File: src/rtl/sha_sched_pkg.sv
// Shared definitions for the nonce scheduler: state encoding, SHA-256 initial
// value, padding constants and the builders for the pass-2 / pass-3 blocks.
package sha_sched_pkg;

  // State encoding. Kept as plain constants so older tools and netlists can
  // use the same values.
  typedef logic [3:0] state_t;
  localparam state_t ST_IDLE     = 4'd0;
  localparam state_t ST_P1_ISSUE = 4'd1;
  localparam state_t ST_P1_WAIT  = 4'd2;
  localparam state_t ST_P2_ISSUE = 4'd3;
  localparam state_t ST_P2_WAIT  = 4'd4;
  localparam state_t ST_P3_ISSUE = 4'd5;
  localparam state_t ST_P3_WAIT  = 4'd6;
  localparam state_t ST_EMIT     = 4'd7;
  localparam state_t ST_DONE     = 4'd8;

  // Element [i] of each packed array is word i.
  typedef logic [15:0][31:0] block_t;
  typedef logic [7:0][31:0]  hash_t;

  localparam hash_t SHA256_IV = {
    32'h5be0cd19, 32'h1f83d9ab, 32'h9b05688c, 32'h510e527f,
    32'ha54ff53a, 32'h3c6ef372, 32'hbb67ae85, 32'h6a09e667
  };

  localparam logic [31:0] PAD_WORD = 32'h8000_0000;
  localparam logic [31:0] LEN_640  = 32'h0000_0280;
  localparam logic [31:0] LEN_256  = 32'h0000_0100;

  // Second block of the 80-byte header: three tail words, nonce, padding.
  function automatic block_t p2_block(input logic [2:0][31:0] tail, input logic [31:0] nonce);
    block_t b;
    b        = '0;
    b[2:0]   = tail;
    b[3]     = nonce;
    b[4]     = PAD_WORD;
    b[15]    = LEN_640;
    return b;
  endfunction

  // Single block hashing the 256-bit first digest.
  function automatic block_t p3_block(input hash_t h);
    block_t b;
    b      = '0;
    b[7:0] = h;
    b[8]   = PAD_WORD;
    b[15]  = LEN_256;
    return b;
  endfunction

endpackage

File: src/rtl/sha_nonce_scheduler.sv
// Sweeps nonces 0..NUM_NONCES-1 over a block header, driving a shared SHA-256
// core through a midstate pass (once per job) followed by two passes per nonce.
// Ports:
//   clk, reset        clock and asynchronous active-high reset
//   start, header     job request (sampled in IDLE) and 19 header words
//   busy, done        job in progress / one-cycle completion pulse
//   result_valid      one-cycle pulse per nonce with result_nonce, result_h0
//   sha_start         one-cycle start pulse to the core
//   sha_w             registered message block for the core
//   sha_hash_in       registered chaining value for the core
//   sha_hash_out      core digest, valid while sha_done is high
//   sha_done          core completion pulse
module sha_nonce_scheduler
  import sha_sched_pkg::*;
#(
  parameter int unsigned NUM_NONCES = 16
) (
  input  logic              clk,
  input  logic              reset,
  input  logic              start,
  input  logic [18:0][31:0] header,
  output logic              busy,
  output logic              done,
  output logic              result_valid,
  output logic [31:0]       result_nonce,
  output logic [31:0]       result_h0,
  output logic              sha_start,
  output logic [15:0][31:0] sha_w,
  output logic [7:0][31:0]  sha_hash_in,
  input  logic [7:0][31:0]  sha_hash_out,
  input  logic              sha_done
);

  state_t      state_q, state_d;
  logic [31:0] nonce_q, nonce_d;
  hash_t       midstate_q, midstate_d;
  hash_t       first_hash_q, first_hash_d;
  logic [31:0] result_h0_q, result_h0_d;
  block_t      sha_w_q, sha_w_d;
  hash_t       sha_hash_in_q, sha_hash_in_d;

  // The core inputs are loaded on the transition into each ISSUE state so
  // they are stable from the start pulse until the done pulse is consumed.
  always_comb begin
    state_d       = state_q;
    nonce_d       = nonce_q;
    midstate_d    = midstate_q;
    first_hash_d  = first_hash_q;
    result_h0_d   = result_h0_q;
    sha_w_d       = sha_w_q;
    sha_hash_in_d = sha_hash_in_q;
    case (state_q)
      ST_IDLE: begin
        if (start) begin
          state_d       = ST_P1_ISSUE;
          nonce_d       = '0;
          sha_w_d       = header[15:0];
          sha_hash_in_d = SHA256_IV;
        end
      end
      ST_P1_ISSUE: state_d = ST_P1_WAIT;
      ST_P1_WAIT: begin
        if (sha_done) begin
          state_d       = ST_P2_ISSUE;
          midstate_d    = sha_hash_out;
          sha_w_d       = p2_block(header[18:16], nonce_q);
          sha_hash_in_d = sha_hash_out;
        end
      end
      ST_P2_ISSUE: state_d = ST_P2_WAIT;
      ST_P2_WAIT: begin
        if (sha_done) begin
          state_d       = ST_P3_ISSUE;
          first_hash_d  = sha_hash_out;
          sha_w_d       = p3_block(sha_hash_out);
          sha_hash_in_d = SHA256_IV;
        end
      end
      ST_P3_ISSUE: state_d = ST_P3_WAIT;
      ST_P3_WAIT: begin
        if (sha_done) begin
          state_d     = ST_EMIT;
          result_h0_d = sha_hash_out[0];
        end
      end
      ST_EMIT: begin
        if (nonce_q == NUM_NONCES - 1) begin
          state_d = ST_DONE;
        end else begin
          // Midstate is reused, so the next nonce goes straight to pass 2.
          state_d       = ST_P2_ISSUE;
          nonce_d       = nonce_q + 32'd1;
          sha_w_d       = p2_block(header[18:16], nonce_q + 32'd1);
          sha_hash_in_d = midstate_q;
        end
      end
      ST_DONE: state_d = ST_IDLE;
      default: state_d = ST_IDLE;
    endcase
  end

  always_ff @(posedge clk or posedge reset) begin
    if (reset) begin
      state_q       <= ST_IDLE;
      nonce_q       <= '0;
      midstate_q    <= '0;
      first_hash_q  <= '0;
      result_h0_q   <= '0;
      sha_w_q       <= '0;
      sha_hash_in_q <= '0;
    end else begin
      state_q       <= state_d;
      nonce_q       <= nonce_d;
      midstate_q    <= midstate_d;
      first_hash_q  <= first_hash_d;
      result_h0_q   <= result_h0_d;
      sha_w_q       <= sha_w_d;
      sha_hash_in_q <= sha_hash_in_d;
    end
  end

  // Start is decoded from the ISSUE states only, so it can never linger into
  // a WAIT state or the cycle in which the core reports done.
  assign sha_start    = (state_q == ST_P1_ISSUE) || (state_q == ST_P2_ISSUE) ||
                        (state_q == ST_P3_ISSUE);
  assign busy         = (state_q != ST_IDLE) && (state_q != ST_DONE);
  assign done         = (state_q == ST_DONE);
  assign result_valid = (state_q == ST_EMIT);
  assign result_nonce = nonce_q;
  assign result_h0    = result_h0_q;
  assign sha_w        = sha_w_q;
  assign sha_hash_in  = sha_hash_in_q;

endmodule
File: config.mk
export PLATFORM = sky130hd
export DESIGN_NAME = sha_nonce_scheduler
export DESIGN_NICKNAME = d
export VERILOG_FILES = /design/src/rtl/sha_sched_pkg.sv /design/src/rtl/sha_nonce_scheduler.sv
export SDC_FILE = /design/constraint.sdc
export NUM_CORES = 2
export LEC_CHECK = 0
export ABC_AREA = 1
export BUFFER_PORTS_ARGS = -buffer_cell sky130_fd_sc_hd__buf_2
export CORE_AREA = 2 2 669 671
export DETAILED_ROUTE_END_ITERATION = 16
export DIE_AREA = 0 0 671 673
export GPL_TIMING_DRIVEN = 0
export PLACE_DENSITY = 0.39
export SYNTH_ARGS = -nofsm -noshare
export SYNTH_HDL_FRONTEND = slang
export SYNTH_SLANG_ARGS = --single-unit
File: constraint.sdc
create_clock -name clk -period 55.8 [get_ports clk]
set_input_delay 11.16 -clock clk [delete_from_list [all_inputs] [get_ports clk]]
set_output_delay 11.16 -clock clk [all_outputs]
set_load 0.05 [all_outputs]
==> parameters.txt <==
Parameter                              Value

Outcome
  Run status ... complete, no violations

Timing
  Total negative slack ... 0 ns
  Final Slew Violations ... 0
  Least setup slack across all paths after layout ... 40.67 ns
  Slew of the pin with the lowest slew margin ... 1.41 ns
  Number of hold-slack violations in the final timing report ... 0
  Setup repair after global routing missed its margin ... no
  Achievable frequency ... 66.1 MHz
  Clock skew after layout ... 0.0503 ns
  Share of the cycle needed by the critical path after routing ... 27.1%
  Headroom to the max-slew limit ... 6.18%
  Worst Hold Slack ... 0.469 ns
  Tmin final ... 15.13 ns
  Setup violation total in the final timing report ... 0

Clock tree
  Hold Buf Count CTS ... 0
  Clock slew seen by the registers of the worst setup and hold paths ... 0.06 ns
  Worst-Skew Late Latency ... 0.89 ns
  Setup bufs post-CTS ... 0
  Number of buffers on the longest clock path ... 4
  Number of buffers created by CTS ... 157
  Clock tree from TritonCTS ... built
  Root Driver ... sky130_fd_sc_hd__clkbuf_16
  Total of cells resized after clock tree synthesis ... 0
  H-Tree Level Count ... 4
  Number of sinks handled by clock tree synthesis ... 1092

Detailed routing
  Average routed wire per standard cell ... 33.0 microns
  Average via count per standard cell ... 3.74
  DR iter-0 viols ... 4043
  DRT Wirelength ... 452000 microns
  Number of nets with antenna violations after routing ... 0
  Pre-antenna DRT Iters ... 6
  Via count ... 51300
  Residual DRC count ... 0

Yosys
  Number of warning messages in the yosys log ... 0
  Flip-flop and latch count after synthesis ... 1092
  Post-Synthesis Cells ... 5698
  Net count after synthesis ... 6567
  Average size of a mapped cell ... 8.55 sq um
  Unique masters post-synth ... 37
  Sequential element share of the synthesized area ... 56.1%
  Post-Synthesis Cell Area ... 0.0487 sq mm
  Top cell type by total area after synthesis ... sky130_fd_sc_hd__dfrtp_1
  Share of Yosys cell area claimed by the top area cell type ... 56.1%
  Top post-synthesis cells by area ... sky130_fd_sc_hd__dfrtp_1, sky130_fd_sc_hd__nand2_1, sky130_fd_sc_hd__o21ai_1

Cells and area
  Synthesis-to-layout area growth ... 44.8%
  Share of layout cells above drive strength 1 ... 30.3%
  Layout Cell Area excl Fill ... 0.0705 sq mm
  Final core area utilization ... 15.9%
  Final instance count without filler cells ... 13700
  Total Nets Final ... 8446

Placed design
  Half-perimeter wire length of the detailed placement result ... 379000 microns
  Global placer's final weighted congestion ... 0.960
  Cell area reported after detailed placement ... 0.0651 sq mm
  PortBufs ... 1703
  Worst slack after detailed placement ... 41.00 ns
  Placed Instances ... 13300

Global route
  Number of antenna violations at the first check in global routing ... 232
  GR Util All Layers ... 19.3%
  Global-route wire length before repair ... 565000 microns
  Number of global-route vias before repair ... 49900
  Pin count of the biggest net entering global routing ... 116
  Total gr overflow ... 0

Power and ir drop
  Total chip power ... 6.24 mW
  Static leakage ... 34.5 nW
  PD cells ... 88.5 mW/mm^2
  Worst ir drop on vdd ... 41.3 uV

Critical path
  RR Endpoint ... midstate_q[121]
  Path depth of the worst reg2reg path ... 11
  Critical Path End ... result_valid
  Arrival time worst endpoint ... 3.97 ns
  Kind of end point of the critical path ... primary output
  Critical Path Source ... state_q[1]
  Worst-path maximum fanout ... 13
  Reg-to-reg startpoint ... state_q[1]
  Crit Path Category ... reg -> out
  Required time reported for the critical path endpoint ... 44.64 ns
  Crit path launch type ... register
  Register-to-register setup slack ... 51.55 ns

Floorplan
  Standard-cell rows ... 245
  Starting utilization of the core area ... 11.0%
  Area of the core region ... 0.444 sq mm
  Die extent in y ... 673 microns
  Chip Width ... 671 microns
  Area of the die ... 0.452 sq mm
  Number of top-level design ports ... 1704

Hold path
  Hold WC Path Type ... reg -> reg
  Worst Hold Launch ... sha_hash_in[107]

Flow run
  Max-Cap Viols ... 0
-- registers in the layout, summed over array words and instances, names as in the netlist --
name          cells
midstate_q      256
result_nonce     32
sha_hash_in     256
sha_w           512
result_h0        32
state_q           4
-- cells in the final DEF (no fill, tap or decap), types with 11 or more instances in the layout --
cell type and n:
sky130_fd_sc_hd__clkbuf_16 158, sky130_fd_sc_hd__a211oi_1 38, sky130_fd_sc_hd__inv_1 205, sky130_fd_sc_hd__nand2_1 2334, sky130_fd_sc_hd__clkinv_2 24, sky130_fd_sc_hd__mux2_2 97
sky130_fd_sc_hd__nor2_1 160, sky130_fd_sc_hd__nand3_1 45, sky130_fd_sc_hd__o21ai_0 432, sky130_fd_sc_hd__bufinv_16 12, sky130_fd_sc_hd__a22oi_1 190, sky130_fd_sc_hd__dfrtp_1 1092
sky130_fd_sc_hd__diode_2 94, sky130_fd_sc_hd__a21oi_1 141, sky130_fd_sc_hd__buf_16 14, sky130_fd_sc_hd__buf_8 11, sky130_fd_sc_hd__clkbuf_1 188, sky130_fd_sc_hd__buf_4 26
sky130_fd_sc_hd__clkbuf_8 20, sky130_fd_sc_hd__buf_6 42, sky130_fd_sc_hd__o22ai_1 21, sky130_fd_sc_hd__o21ai_1 480, sky130_fd_sc_hd__buf_2 1842
-- worst max-delay path, cell delays in order, from the launching register on --
cell and delay, ns:
sky130_fd_sc_hd__dfrtp_1 0.44, sky130_fd_sc_hd__nand2_1 0.10, sky130_fd_sc_hd__inv_1 0.09, sky130_fd_sc_hd__nand2_2 0.07
sky130_fd_sc_hd__clkinv_1 0.11, sky130_fd_sc_hd__clkbuf_1 0.95, sky130_fd_sc_hd__clkbuf_1 0.81, sky130_fd_sc_hd__buf_2 0.50
-- worst min-delay path by stage --
stage | to | slack [ns] | cells after the start
global placement | sha_hash_in[196] | 0.46 | 2
finish | sha_hash_in[107] | 0.47 | 2
CTS | sha_hash_in[103] | 0.47 | 2
detailed placement | sha_w[122] | 0.46 | 2
floorplan | midstate_q[102] | 0.45 | 2
global route | sha_hash_in[11] | 0.49 | 2
-- per-layer routing --
layer	track usage, %	up-vias	routed length [microns]
li1	-	22500	-
met1	22.4	25700	176000
met2	32.5	2285	215000
met3	6.24	759	38400
met4	8.18	66	22500
met5	0	-	443
-- synth_stat cells, drive strengths merged --
| library cell | number |
|---|---|
| clkbuf | 168 |
| o22ai | 21 |
| buf | 231 |
| dlymetal6s2s | 1 |
| nand2 | 2349 |
| clkinv | 1 |
| o21ai | 921 |
| a211oi | 39 |
| a21oi | 141 |
| or2 | 4 |
| nand3 | 46 |
| nand4 | 10 |
| nor3 | 3 |
| nand3b | 1 |
| dfrtp | 1092 |
| and2 | 2 |
| mux2 | 97 |
| ha | 1 |
| o21a | 1 |
| a22oi | 190 |
| o2111ai | 5 |
| nor2 | 163 |
| inv | 211 |
-- where the power goes --
part	switching (mW)	total [mW]	internal, mW
Sequential	0.203	1.36	1.16
Clock	0.449	1.06	0.607
Combinational	3.04	3.82	0.777
Total	3.70	6.24	2.54
-- cell type report --
| class | instances | area (sq um) |
|---|---|---|
| sequential | 1092 | 27300 |
| tap | 5928 | 7420 |
| inverter | 212 | 803 |
| clock inverter | 63 | 807 |
| antenna | 94 | 235 |
| multi-input combinational | 3994 | 18300 |
| fill | 51000 | 374000 |
| buffer | 400 | 2350 |
| timing repair buffer | 1720 | 8970 |
| clock buffer | 209 | 4350 |
-- cell families (layout without fill, tap and decap cells) --
| group | after synthesis | after routing | synth area share [%] |
|---|---|---|---|
| and+or+nand+nor | 2578 | 2578 | 20.3 |
| AOI/OAI and AO/OA | 1318 | 1318 | 14.9 |
| DFF | 1092 | 1092 | 56.1 |
| buffers and inverters | 612 | 2604 | 6.43 |
| muxes | 97 | 97 | 2.24 |
| adders and majority gates | 1 | 1 | 0.0257 |
| other | 0 | 94 | 0 |
Power figures use the tool's default switching activity.
